File: src/rtl/wb_arbiter.sv
// wb_arbiter: merges load and ALU results onto one register-file write port, with a load-priority ALU holding FIFO, busy mask and sticky WAW error flag
module wb_arbiter #(
  parameter int WIDTH      = 32,
  parameter int DEPTH      = 32,
  parameter int FIFO_DEPTH = 2
) (
  input  logic                     clk,
  input  logic                     rst,
  input  logic                     alu_valid,
  output logic                     alu_ready,
  input  logic [$clog2(DEPTH)-1:0] alu_rd,
  input  logic [WIDTH-1:0]         alu_data,
  input  logic                     ld_valid,
  input  logic [$clog2(DEPTH)-1:0] ld_rd,
  input  logic [WIDTH-1:0]         ld_data,
  output logic                     we0,
  output logic [$clog2(DEPTH)-1:0] wr_addr0,
  output logic [WIDTH-1:0]         wr_din0,
  output logic [DEPTH-1:0]         busy,
  output logic                     err
);
  localparam int AW = $clog2(DEPTH);
  localparam int PW = $clog2(FIFO_DEPTH);
  logic [AW-1:0] q_rd [FIFO_DEPTH];
  logic [WIDTH-1:0] q_data [FIFO_DEPTH];
  logic [PW:0] wptr, rptr, cnt;
  logic full, empty, ld_go, alu_go, deq, byp, enq, sel, viol;
  assign cnt = wptr - rptr;
  assign empty = wptr == rptr;
  assign full = (wptr ^ rptr) == {1'b1, {PW{1'b0}}};
  assign alu_ready = !full && !rst;
  assign ld_go = ld_valid && ld_rd != '0;
  assign alu_go = alu_valid && alu_ready && alu_rd != '0;
  assign deq = !ld_go && !empty;
  assign byp = !ld_go && empty && alu_go;
  assign enq = alu_go && !byp;
  assign sel = ld_go || deq || byp;
  assign viol = ld_go && busy[ld_rd];
  always_comb begin
    busy = '0;
    for (int i = 0; i < FIFO_DEPTH; i++)
      if ((PW+1)'(i) < cnt) busy[q_rd[PW'(rptr + (PW+1)'(i))]] = 1'b1;
    if (we0) busy[wr_addr0] = 1'b1;
    busy[0] = 1'b0;
  end
  always_ff @(posedge clk) begin
    if (rst) begin
      wptr <= '0;
      rptr <= '0;
      we0 <= 1'b0;
      wr_addr0 <= '0;
      wr_din0 <= '0;
      err <= 1'b0;
    end else begin
      we0 <= sel;
      if (sel) begin
        wr_addr0 <= ld_go ? ld_rd : deq ? q_rd[rptr[PW-1:0]] : alu_rd;
        wr_din0 <= ld_go ? ld_data : deq ? q_data[rptr[PW-1:0]] : alu_data;
      end
      if (deq) rptr <= rptr + (PW+1)'(1);
      if (enq) begin
        q_rd[wptr[PW-1:0]] <= alu_rd;
        q_data[wptr[PW-1:0]] <= alu_data;
        wptr <= wptr + (PW+1)'(1);
      end
      err <= err | viol;
    end
  end
endmodule

File: config.mk
export PLATFORM = sky130hd
export DESIGN_NAME = wb_arbiter
export DESIGN_NICKNAME = d
export VERILOG_FILES = /design/src/rtl/wb_arbiter.sv
export SDC_FILE = /design/constraint.sdc
export NUM_CORES = 1
export LEC_CHECK = 0
export ABC_AREA = 0
export ABC_CLOCK_PERIOD_IN_PS = 3820
export BUFFER_PORTS_ARGS = -buffer_cell sky130_fd_sc_hd__clkbuf_2
export CORE_MARGIN = 10
export CORE_UTILIZATION = 30
export CTS_BUF_LIST = sky130_fd_sc_hd__clkbuf_4
export DETAILED_ROUTE_END_ITERATION = 6
export PLACE_DENSITY_LB_ADDON = 0.1
export SYNTH_ARGS = -nofsm -noshare
export SYNTH_HDL_FRONTEND = slang
export SYNTH_SLANG_ARGS = --single-unit
export TNS_END_PERCENT = 100
File: constraint.sdc
create_clock -name clk -period 3.82 [get_ports clk]
set_input_delay 0.573 -clock clk [delete_from_list [all_inputs] [get_ports clk]]
set_output_delay 0.573 -clock clk [all_outputs]
set_load 0.02 [all_outputs]
==> key figures, run 1 <==
Synthesis
  • Avg Synthesized Cell Area: 9.79 um^2
  • Primary FF master, synth: edfxtp_1
  • Post-Syn Nets: 737
  • FFs w/ async S/R, synth: 0%
  • Count leader, synth: nor2_1
  • Synth Register Bits: 118
  • Largest cells by area after synthesis: edfxtp_1 34%, dfxtp_1 14%, a211oi_1 7.2%, mux2i_1 6.1%, nor2_1 4.8%
  • Synthesized area: 6440 um^2
  • Top cell type's share of synthesized area: 34.5%
  • Yosys cell types: 66
  • EDFF count, synth: 74
  • Synthesized netlist cell count: 658
  • Post-synth top area cell: edfxtp_1
  • Ys Warns: 0
  • Synth top cells by count: 82 x nor2_1, 74 x edfxtp_1, 62 x a211oi_1, 45 x nand2_1, 44 x dfxtp_1
  • Sequential area share after synthesis: 48.1%

Power
  • Maximum VDD drop: 0.000220 V
  • P_sw: 1.55 mW
  • Sequential share of power: 40.5%
  • Switching Share: 38.9%
  • Internal Pwr Total: 2.44 mW
  • LEAKAGE: 2.88 nW
  • Pwr dens: 516 nW/um^2
  • Proportion of power drawn by the clock network: 24.0%
  • Gate power share: 35.5%
  • Pwr Total: 3.99 mW

Worst setup path
  • Critical path fanouts, max: 13
  • Crit path required time: 3.25 ns
  • Startpoint types: register
  • Worst Path Arrival: 2.85 ns
  • Critical-path cell list: ha_1 -> xor3_2 -> o21ai_1 -> o22ai_1 -> a21oi_1 -> inv_1 -> clkbuf_2
  • Crit-path max cell delay: 0.50 ns
  • CP Capture Type: primary output
  • Setup crit start: rptr[0]
  • CP top delay family: compound AO/OA/AOI/OAI gates
  • Crit path kind: register to primary output
  • Crit-path slowest cell: o21ai_1
  • Buffers & Inverters on Critical Path: 2
  • Reg2Reg Launch Point: rptr[0]

CTS
  • Setup Buffers After CTS: 0
  • Clk Latency, worst-skew pair: 0.52 ns
  • CTS Sinks: 118
  • # resized after CTS: 0
  • CTS tree: built
  • Hold Buf Count CTS: 0
  • Clock transition at path regs: 0.13 ns
  • CTS Root Cell: clkbuf_4
  • CTS Buf Count: 17
  • Max clock buf depth: 2
  • H-tree lvl count: 4

Layout
  • Design Area, Final: 7730 um^2
  • Layout cells sized above 1: 26.9%
  • Final net count: 861
  • Final std cells w/o fill: 1071
  • Area Growth Syn to Fin: 20.0%

Global routing
  • Vias in the first global route: 5817
  • Global-route wire length before repair: 34600 um
  • Gr ovfl total: 0
  • Busiest grt layer: met2
  • Largest net degree at the start of global routing: 46
  • GRT Total Usage: 15.7%
  • Routing usage on met2: 25.6%
  • GR Layer Usage met1: 19.7%
  • Met3 usage: 4.26%
  • Initial antenna violation count: 3

Routing
  • DRT iter0 DRCs: 401
  • Drt wl/cell: 21.5 um
  • Remaining antenna violation count: 0
  • DR pass1 iterations: 5
  • Routed WL: 23000 um
  • Drt drc: 0
  • Via count: 5824
  • DR vias/cell: 5.44

Die
  • Total die area: 27700 um^2
  • FP Rows: 53
  • Die width: 167 um
  • Initial Utilization: 30.6%
  • Die height: 167 um
  • Core area: 21100 um^2
  • Num ports: 150

Timing
  • Fin. max-slew vios: 0
  • Fin. Hold Viols: 0
  • Fin Hold WS: 0.266 ns
  • Setup TNS: 0 ns
  • Fin crit share: 89.7%
  • Final setup violating endpoints: 0
  • Clk_skew: 0.0319 ns
  • RSZ-0062 raised after global routing: no
  • Crit path time final: 3.43 ns
  • Peak Freq: 292 MHz
  • Slew margin rel.: 33.8%
  • Worst Max-Slew Pin Slew: 0.990 ns

Run status
  • Status: finished clean

Placed design
  • Post-DP Area: 7430 um^2
  • Final GP Congestion: 0.913
  • Placed Cells: 1038
  • Port buffer count: 148
  • Final HPWL DP: 17000 um

Worst hold path
  • HP Start: alu_data[29]
  • Min-Delay Path Class: primary input to register

Job
  • Total of max-cap violations: 0
==> placed cells by master (no fill, tap or decap), types with 7 or more instances in the layout <==
cell and instances:
a21oi_1 16, and3_1 7, o21ai_0 21, buf_4 15, edfxtp_1 74, a211oi_1 62, o221ai_1 27, and3b_1 10
clkbuf_4 18, nand2_1 45, mux2i_1 39, nor2_1 82, nor3b_1 13, nor3_1 42, dfxtp_1 43, o211ai_1 11
nand3_1 11, clkbuf_2 148
==> power by group through the flow <==
stage | clock network [mW] | logic, mW | registers (mW)
floorplan | 0 | 0.892 | 1.69
global placement | 0 | 1.43 | 1.64
detailed placement | 0 | 1.43 | 1.64
CTS | 0.984 | 1.44 | 1.62
global route | 1.04 | 1.56 | 1.64
finish | 0.955 | 1.42 | 1.62
==> registers in the layout, summed over array words and instances, names as in the netlist, named ones only <==
signal,cells
wptr,2
rptr,2
q_rd,10
q_data,64
err,1
wr_din0,32
we0,1
wr_addr0,5
==> logic make-up after synthesis <==
group / count (synthesis) / synth area share, %
DFF: 118 / 48.1
and+or+nand+nor: 242 / 18.9
AOI/OAI and AO/OA: 182 / 20.8
adders and majority gates: 1 / 0.194
muxes: 40 / 6.23
buffers and inverters: 68 / 4.47
xor gates and xnor gates: 6 / 1.28
other: 1 / 0.0582
==> layer usage <==
metal | routed length [um] | share of wire, %
met2 | 10600 | 46
met4 | 600 | 2.6
met5 | 27 | 0.12
met1 | 10200 | 44
met3 | 1540 | 6.7
==> layout make-up <==
type	count	area [um^2]
Antenna cell	1	2.50
Clock buffer	18	135
Clock inverter	14	159
Fill cell	2168	13400
Inverter	8	30.0
Multi-Input combinational cell	472	3060
Sequential cell	118	3100
Tap cell	275	344
Timing Repair Buffer	165	893
==> per-stage QoR <==
| stage | utilization (%) | setup slack (ns) |
|---|---|---|
| floorplan | - | 0.703 |
| global placement | 35.3 | 0.880 |
| detailed placement | 35.3 | 0.845 |
| CTS | 36.7 | 0.377 |
| global route | 36.7 | 0.119 |
| finish | 36.7 | 0.394 |
==> worst register-to-register path: cells and delay by family (launching register included) <==
| kind | cells | cell delay, ns |
|---|---|---|
| flops | 1 | 0.48 |
| compound gates | 6 | 1.66 |
| fa+ha+maj | 1 | 0.24 |
| xor+xnor | 1 | 0.40 |
==> final timing paths <==
check | endpoint | slack, ns | depth (start not counted)
setup / recovery | busy[30] | 0.39 | 7
hold / removal | q_data[0][29] | 0.27 | 1
setup reg to reg | err | 0.93 | 8
hold reg to reg | wr_din0[31] | 0.46 | 2
No activity file was read; power rests on OpenSTA's default activity.
==> run 2, diff against run 1 <==
Settings changed: ABC_CLOCK_PERIOD_IN_PS 3820 to 4000, CTS_CLUSTER_DIAMETER from default to 200.
Clock period 3.82 ns to 4 ns, I/O delays scaled along.
==> run 2 against run 1 <==
Effect of this change: via count shrank 0.65%; non-clock buffer count shrank 2; critical endpoint is now busy[19]; highest routed layer is now met4; count of clock-buffer cells in the layout grew 4; flip-flop and latch count is the same; final cell count shrank 0.19%; setup slack worse by 0.059 ns; combinational power decreased by 6%; utilization is 0.47 points lower; register-to-register slack got worse by 0.11 ns; global-route usage increased by 0.57 points.
==> key figures, run 2 (synthesized netlist as in run 1, its figures left out) <==
Placed design
  • Final HPWL DP: 17700 um (+4.6%)
  • Port buffer count: 148 (unchanged)
  • Final GP Congestion: 0.950 (+4.0%)

CTS
  • Setup Buffers After CTS: 0 (unchanged)
  • H-tree lvl count: 4 (unchanged)
  • Hold Buf Count CTS: 0 (unchanged)
  • CTS tree: built
  • CTS Root Cell: clkbuf_4
  • Clk Latency, worst-skew pair: 0.50 ns (-0.02 ns)
  • CTS Buf Count: 17 (unchanged)
  • # resized after CTS: 0 (unchanged)
  • Max clock buf depth: 2 (unchanged)
  • CTS Sinks: 118 (unchanged)
  • Clock transition at path regs: 0.12 ns (about the same)

Power
  • Maximum VDD drop: 0.000201 V (-8.3%)
  • LEAKAGE: 2.84 nW (-1.2%)
  • Pwr dens: 471 nW/um^2 (-8.6%)

Timing
  • Crit path time final: 3.67 ns
  • Setup TNS: 0 ns (unchanged)
  • Clk_skew: 0.0272 ns (-0.00474 ns)
  • RSZ-0062 raised after global routing: no
  • Fin Hold WS: 0.302 ns (+0.0358 ns)
  • Worst Max-Slew Pin Slew: 1.15 ns (+0.158 ns)
  • Slew margin rel.: 23.3% (-11 points)
  • Fin. max-slew vios: 0 (unchanged)
  • Final setup violating endpoints: 0 (unchanged)
  • Fin. Hold Viols: 0 (unchanged)
  • Fin crit share: 91.6%
  • Peak Freq: 273 MHz

Routing
  • Remaining antenna violation count: 0 (unchanged)
  • Routed WL: 23500 um (+2.1%)
  • DRT iter0 DRCs: 278 (-31%)
  • Drt drc: 0 (unchanged)
  • DR pass1 iterations: 5 (unchanged)
  • Drt wl/cell: 22.0 um (+2.3%)
  • DR vias/cell: 5.41 (-0.47%)
  • Via count: 5786 (-0.65%)

Die
  • Die width: 167 um (unchanged)
  • Die height: 167 um (unchanged)
  • FP Rows: 53 (unchanged)
  • Num ports: 150 (unchanged)
  • Total die area: 27700 um^2 (unchanged)
  • Initial Utilization: 30.6% (unchanged)
  • Core area: 21100 um^2 (unchanged)

Run status
  • Status: finished clean

Global routing
  • GRT Total Usage: 16.3% (+0.57 points)
  • Gr ovfl total: 0 (unchanged)
  • Vias in the first global route: 5962 (+2.5%)
  • Initial antenna violation count: 2 (-1)
  • Global-route wire length before repair: 35900 um (+3.7%)
  • Largest net degree at the start of global routing: 57 (+24%)

Worst setup path
  • Crit-path max cell delay: 0.66 ns (+0.16 ns)
  • CP Capture Type: primary output
  • R2r worst-path depth: 8 (unchanged)
  • Crit-path slowest cell: o22ai_1
  • Worst Path Arrival: 3.07 ns (+0.22 ns)
  • Worst r2r dst: err
  • Reg-to-reg slack, setup: 0.82 ns (-0.11 ns)
  • Crit path kind: register to primary output
  • Critical-path cell list: buf_4 -> and3b_1 -> o22ai_1 -> o221ai_1 -> clkbuf_2
  • Critical path fanouts, max: 30 (+17)
  • Startpoint types: register
  • Crit path required time: 3.40 ns (+0.15 ns)

Worst hold path
  • HP Start: alu_data[22]
  • WHS Path Cells: 1 (unchanged)
  • Min-Delay Path Class: primary input to register
  • Hold Path End: q_data[1][22]

Layout
  • Area Growth Syn to Fin: 18.4%
  • Commonest non-fill, non-tap cell in the layout: clkbuf_2
  • Final net count: 859 (-0.23%)
  • Largest register FFs: 64 (unchanged)
  • Layout cells sized above 1: 26.7% (-0.18 points)
  • Number of fill cells: 2193 (+1.2%)
  • Commonest non-fill, non-tap cells in the layout: 148 x clkbuf_2, 82 x nor2_1, 74 x edfxtp_1, 62 x a211oi_1, 45 x nand2_1

Job
  • Total of max-cap violations: 0 (unchanged)
==> run 2: cell types whose count changed in the layout (fill, tap and decap cells not counted) <==
| cell | delta |
|---|---|
| buf_12 | -1 |
| buf_4 | -1 |
| inv_4 | +4 |
| clkbuf_4 | +4 |
| bufinv_16 | -3 |
| clkinvlp_4 | -1 |
| clkinv_4 | -3 |
| inv_2 | -1 |
==> run 2: worst max path at each step <==
stage,endpoint,slack (ns),cells past startpoint,start
final,busy[19],0.33,5,register
after global routing,busy[31],0.18,6,rptr[0]
after CTS,busy[31],0.30,6,rptr[0]
after detailed placement,err,0.86,8,register
after global placement,err,0.77,8,register
after floorplan,q_data[0][0],0.86,5,rst
==> run 2: critical path, delay by kind of cell (launching register included) <==
| kind | cells | cell delay, ns |
|---|---|---|
| AO/OA/AOI/OAI | 2 | 1.03 |
| buffers and inverters | 2 | 0.73 |
| flip-flops | 1 | 0.53 |
| AND/OR/NAND/NOR | 1 | 0.26 |
==> run 2: power breakdown <==
part	total [mW]	switching [mW]	leakage, nW	internal (mW)
sequential	1.55	0.122	1.04	1.43
combinational	1.34	0.884	1.66	0.454
clock	0.708	0.432	0.143	0.277
total	3.60	1.44	2.84	2.16
==> run 2: per-layer routing <==
| layer | vias up | global-route usage [%] | share of wire (%) |
|---|---|---|---|
| li1 | 2789 | - | - |
| met1 | 2765 | 19.4 | 43 |
| met2 | 201 | 27.4 | 48 |
| met3 | 31 | 4.26 | 5.7 |
| met4 | 0 | 6.61 | 3.0 |
| met5 | - | 0 | 0 |
==> run 2: layout make-up <==
cell class	count	area [um^2]	area share [%]
sequential	118	3100	40.7
multi-input combinational	472	3060	40.1
timing repair buffer	163	866	11.3
tap	275	344	4.51
clock buffer	22	165	2.16
clock inverter	10	56.3	0.738
inverter	8	30.0	0.394
antenna	1	2.50	0.0328
==> run 2: stage by stage <==
stage	utilization (%)	cells	setup WS, ns	instance area (um^2)	power, mW
2_1_floorplan	-	658	0.858	6440	2.47
3_3_place_gp	35.1	1036	0.767	7410	2.92
3_5_place_dp	35.1	1036	0.857	7410	2.93
4_1_cts	36.2	1068	0.297	7630	3.65
5_1_grt	36.2	1069	0.179	7630	3.84
6_report	36.2	1069	0.335	7630	3.60
==> run 3, diff against run 2 <==
Settings changed: CORE_UTILIZATION 30 to 25.
==> run 3 against run 2 <==
Effect of this change: clock power is 19% higher; register-to-register slack better by 0.26 ns; via count is 1.2% higher; hold slack worse by 0.033 ns; setup slack better by 0.27 ns; non-clock buffer count is 2 higher; maximum frequency is 7.9% higher; flip-flop and latch count stayed put; critical path depth stayed put; sequential power hardly changed; first-iteration DRC count is 53% higher; global-route usage is 1.7 points lower; largest cell class unchanged.
==> key figures, run 3 (synthesized netlist as in run 1, its figures left out) <==
Die
  • Num ports: 150 (unchanged)
  • Die height: 181 um (+8.4%)
  • Die width: 181 um (+8.4%)
  • FP Rows: 58 (+9.4%)
  • Core area: 25300 um^2 (+20%)
  • Initial Utilization: 25.5% (-5.0 points)
  • Total die area: 32600 um^2 (+18%)

Timing
  • Fin crit share: 85.0% (-6.7 points)
  • Crit path time final: 3.40 ns (-0.267 ns)
  • Slew margin rel.: 25.7% (+2.4 points)
  • Final Worst Setup Slack: 0.602 ns (+0.267 ns)
  • Setup TNS: 0 ns (unchanged)
  • Peak Freq: 294 MHz (+7.9%)
  • Fin. Hold Viols: 0 (unchanged)
  • Worst Max-Slew Pin Slew: 1.11 ns (-0.0355 ns)
  • RSZ-0062 raised after global routing: no
  • Final setup violating endpoints: 0 (unchanged)
  • Clk_skew: 0.0228 ns (-0.00439 ns)
  • Fin. max-slew vios: 0 (unchanged)

Layout
  • Area Growth Syn to Fin: 20.9%
  • Final std cells w/o fill: 1127 (+5.4%)
  • Final net count: 861 (+0.23%)
  • Largest register FFs: 64 (unchanged)
  • Commonest non-fill, non-tap cells in the layout: 148 x clkbuf_2, 82 x nor2_1, 74 x edfxtp_1, 62 x a211oi_1, 45 x nand2_1
  • Commonest non-fill, non-tap cell in the layout: clkbuf_2
  • Layout cells sized above 1: 26.8% (+0.059 points)

Routing
  • Drt wl/cell: 21.7 um (-1.2%)
  • Via count: 5855 (+1.2%)
  • Routed WL: 24500 um (+4.2%)
  • DR vias/cell: 5.20 (-4.0%)
  • Remaining antenna violation count: 0 (unchanged)
  • DRT iter0 DRCs: 424 (+53%)
  • DR pass1 iterations: 5 (unchanged)
  • Drt drc: 0 (unchanged)

Global routing
  • Global-route wire length before repair: 37300 um (+4.0%)
  • Initial antenna violation count: 6 (+4)
  • GRT Total Usage: 14.6% (-1.7 points)
  • Gr ovfl total: 0 (unchanged)
  • Largest net degree at the start of global routing: 46 (-19%)
  • Vias in the first global route: 6118 (+2.6%)

CTS
  • CTS Sinks: 118 (unchanged)
  • H-tree lvl count: 4 (unchanged)
  • Setup Buffers After CTS: 0 (unchanged)
  • Clk Latency, worst-skew pair: 0.53 ns (+0.03 ns)
  • CTS Buf Count: 17 (unchanged)
  • Max clock buf depth: 2 (unchanged)
  • CTS Root Cell: clkbuf_4
  • Hold Buf Count CTS: 0 (unchanged)
  • CTS tree: built
  • Clock transition at path regs: 0.11 ns (about the same)
  • # resized after CTS: 0 (unchanged)

Power
  • Maximum VDD drop: 0.000177 V (-12%)
  • Pwr dens: 484 nW/um^2 (+2.8%)
  • P_sw: 1.48 mW (+2.9%)
  • Gate power share: 36.3% (-0.9 points)
  • LEAKAGE: 2.87 nW (+1.0%)
  • Internal Pwr Total: 2.29 mW (+6.2%)
  • Sequential share of power: 41.2% (-1.9 points)
  • Proportion of power drawn by the clock network: 22.4% (+2.7 points)
  • Switching Share: 39.2% (-0.75 points)

Placed design
  • Final HPWL DP: 18200 um (+2.6%)
  • Placed Cells: 1093 (+5.5%)
  • Final GP Congestion: 0.905 (-4.7%)
  • Post-Place Setup Slack: 0.972 ns (+0.116 ns)
  • Port buffer count: 148 (unchanged)

Job
  • Total of max-cap violations: 0 (unchanged)

Worst setup path
  • Crit-path slowest cell: o22ai_1
  • Reg-to-reg slack, setup: 1.08 ns (+0.26 ns)
  • CP top delay family: compound AO/OA/AOI/OAI gates
  • Crit path required time: 3.40 ns (about the same)
  • Startpoint types: register
  • Worst Path Arrival: 2.80 ns (-0.27 ns)
  • Buffers & Inverters on Critical Path: 1 (-1)
  • Setup crit start: wptr[1]
  • Critical path fanouts, max: 13 (-57%)
  • Worst r2r dst: err
  • CP Capture Type: primary output
  • Crit path kind: register to primary output
  • Crit-path max cell delay: 0.68 ns (+0.02 ns)
  • R2r worst-path depth: 9 (+1)
  • Critical-path cell list: xor3_2 -> o22ai_1 -> o22a_1 -> nand2_1 -> clkbuf_2

Worst hold path
  • Hold Path End: q_data[0][9]
  • WHS Path Cells: 1 (unchanged)
  • HP Start: alu_data[9]
  • Min-Delay Path Class: primary input to register

Run status
  • Status: finished clean
run 3: cell count changes in the layout (fill, tap and decap cells not counted), sizes merged:
cell	change
clkinvlp	+1
diode	+1
bufinv	+2
buf	+2
inv	-3
run 3: power by group through the flow:
| stage | Sequential, mW | Combinational (mW) | Clock, mW |
|---|---|---|---|
| after floorplan | 1.62 | 0.852 | 0 |
| after global placement | 1.58 | 1.38 | 0 |
| after detailed placement | 1.58 | 1.38 | 0 |
| after CTS | 1.56 | 1.39 | 0.885 |
| after global routing | 1.58 | 1.51 | 0.939 |
| final | 1.56 | 1.37 | 0.846 |
run 3: final cells by class:
type	count	area, um^2
Fill cell	2702	17500
Sequential cell	118	3100
Multi-Input combinational cell	472	3060
Timing Repair Buffer	165	906
Tap cell	330	413
Clock buffer	22	165
Clock inverter	10	105
Inverter	8	30.0
Antenna cell	2	5.00
run 3: worst max-delay path by stage:
stage | end | cells after the start
after floorplan | q_data[0][0] | 5
after global placement | wr_addr0[4] | 8
after detailed placement | wr_addr0[4] | 8
after CTS | busy[19] | 6
after global routing | busy[19] | 4
final | busy[1] | 5
run 3: worst register-to-register path: cells and delay by family (launching register included):
| family | cells | cell delay (ns) |
|---|---|---|
| compound gates | 6 | 1.15 |
| buf+inv | 2 | 0.82 |
| flops | 1 | 0.58 |
| simple gates | 1 | 0.28 |
run 3: through the flow:
stage	instance area [um^2]	power (mW)	utilization (%)	hold slack [ns]
after global routing	7790	4.02	30.8	0.211
after CTS	7790	3.83	30.8	0.212
after global placement	7520	2.96	29.8	0.469
after floorplan	6440	2.47	-	0.505
after detailed placement	7520	2.97	29.8	0.468
final	7790	3.77	30.9	0.269
run 3: routing by layer:
layer  share of wire, %  global-route usage [%]
met5               0.19                       0
met4                3.7                    6.96
met3                5.5                    3.88
met2                 47                    24.1
met1                 44                    17.2
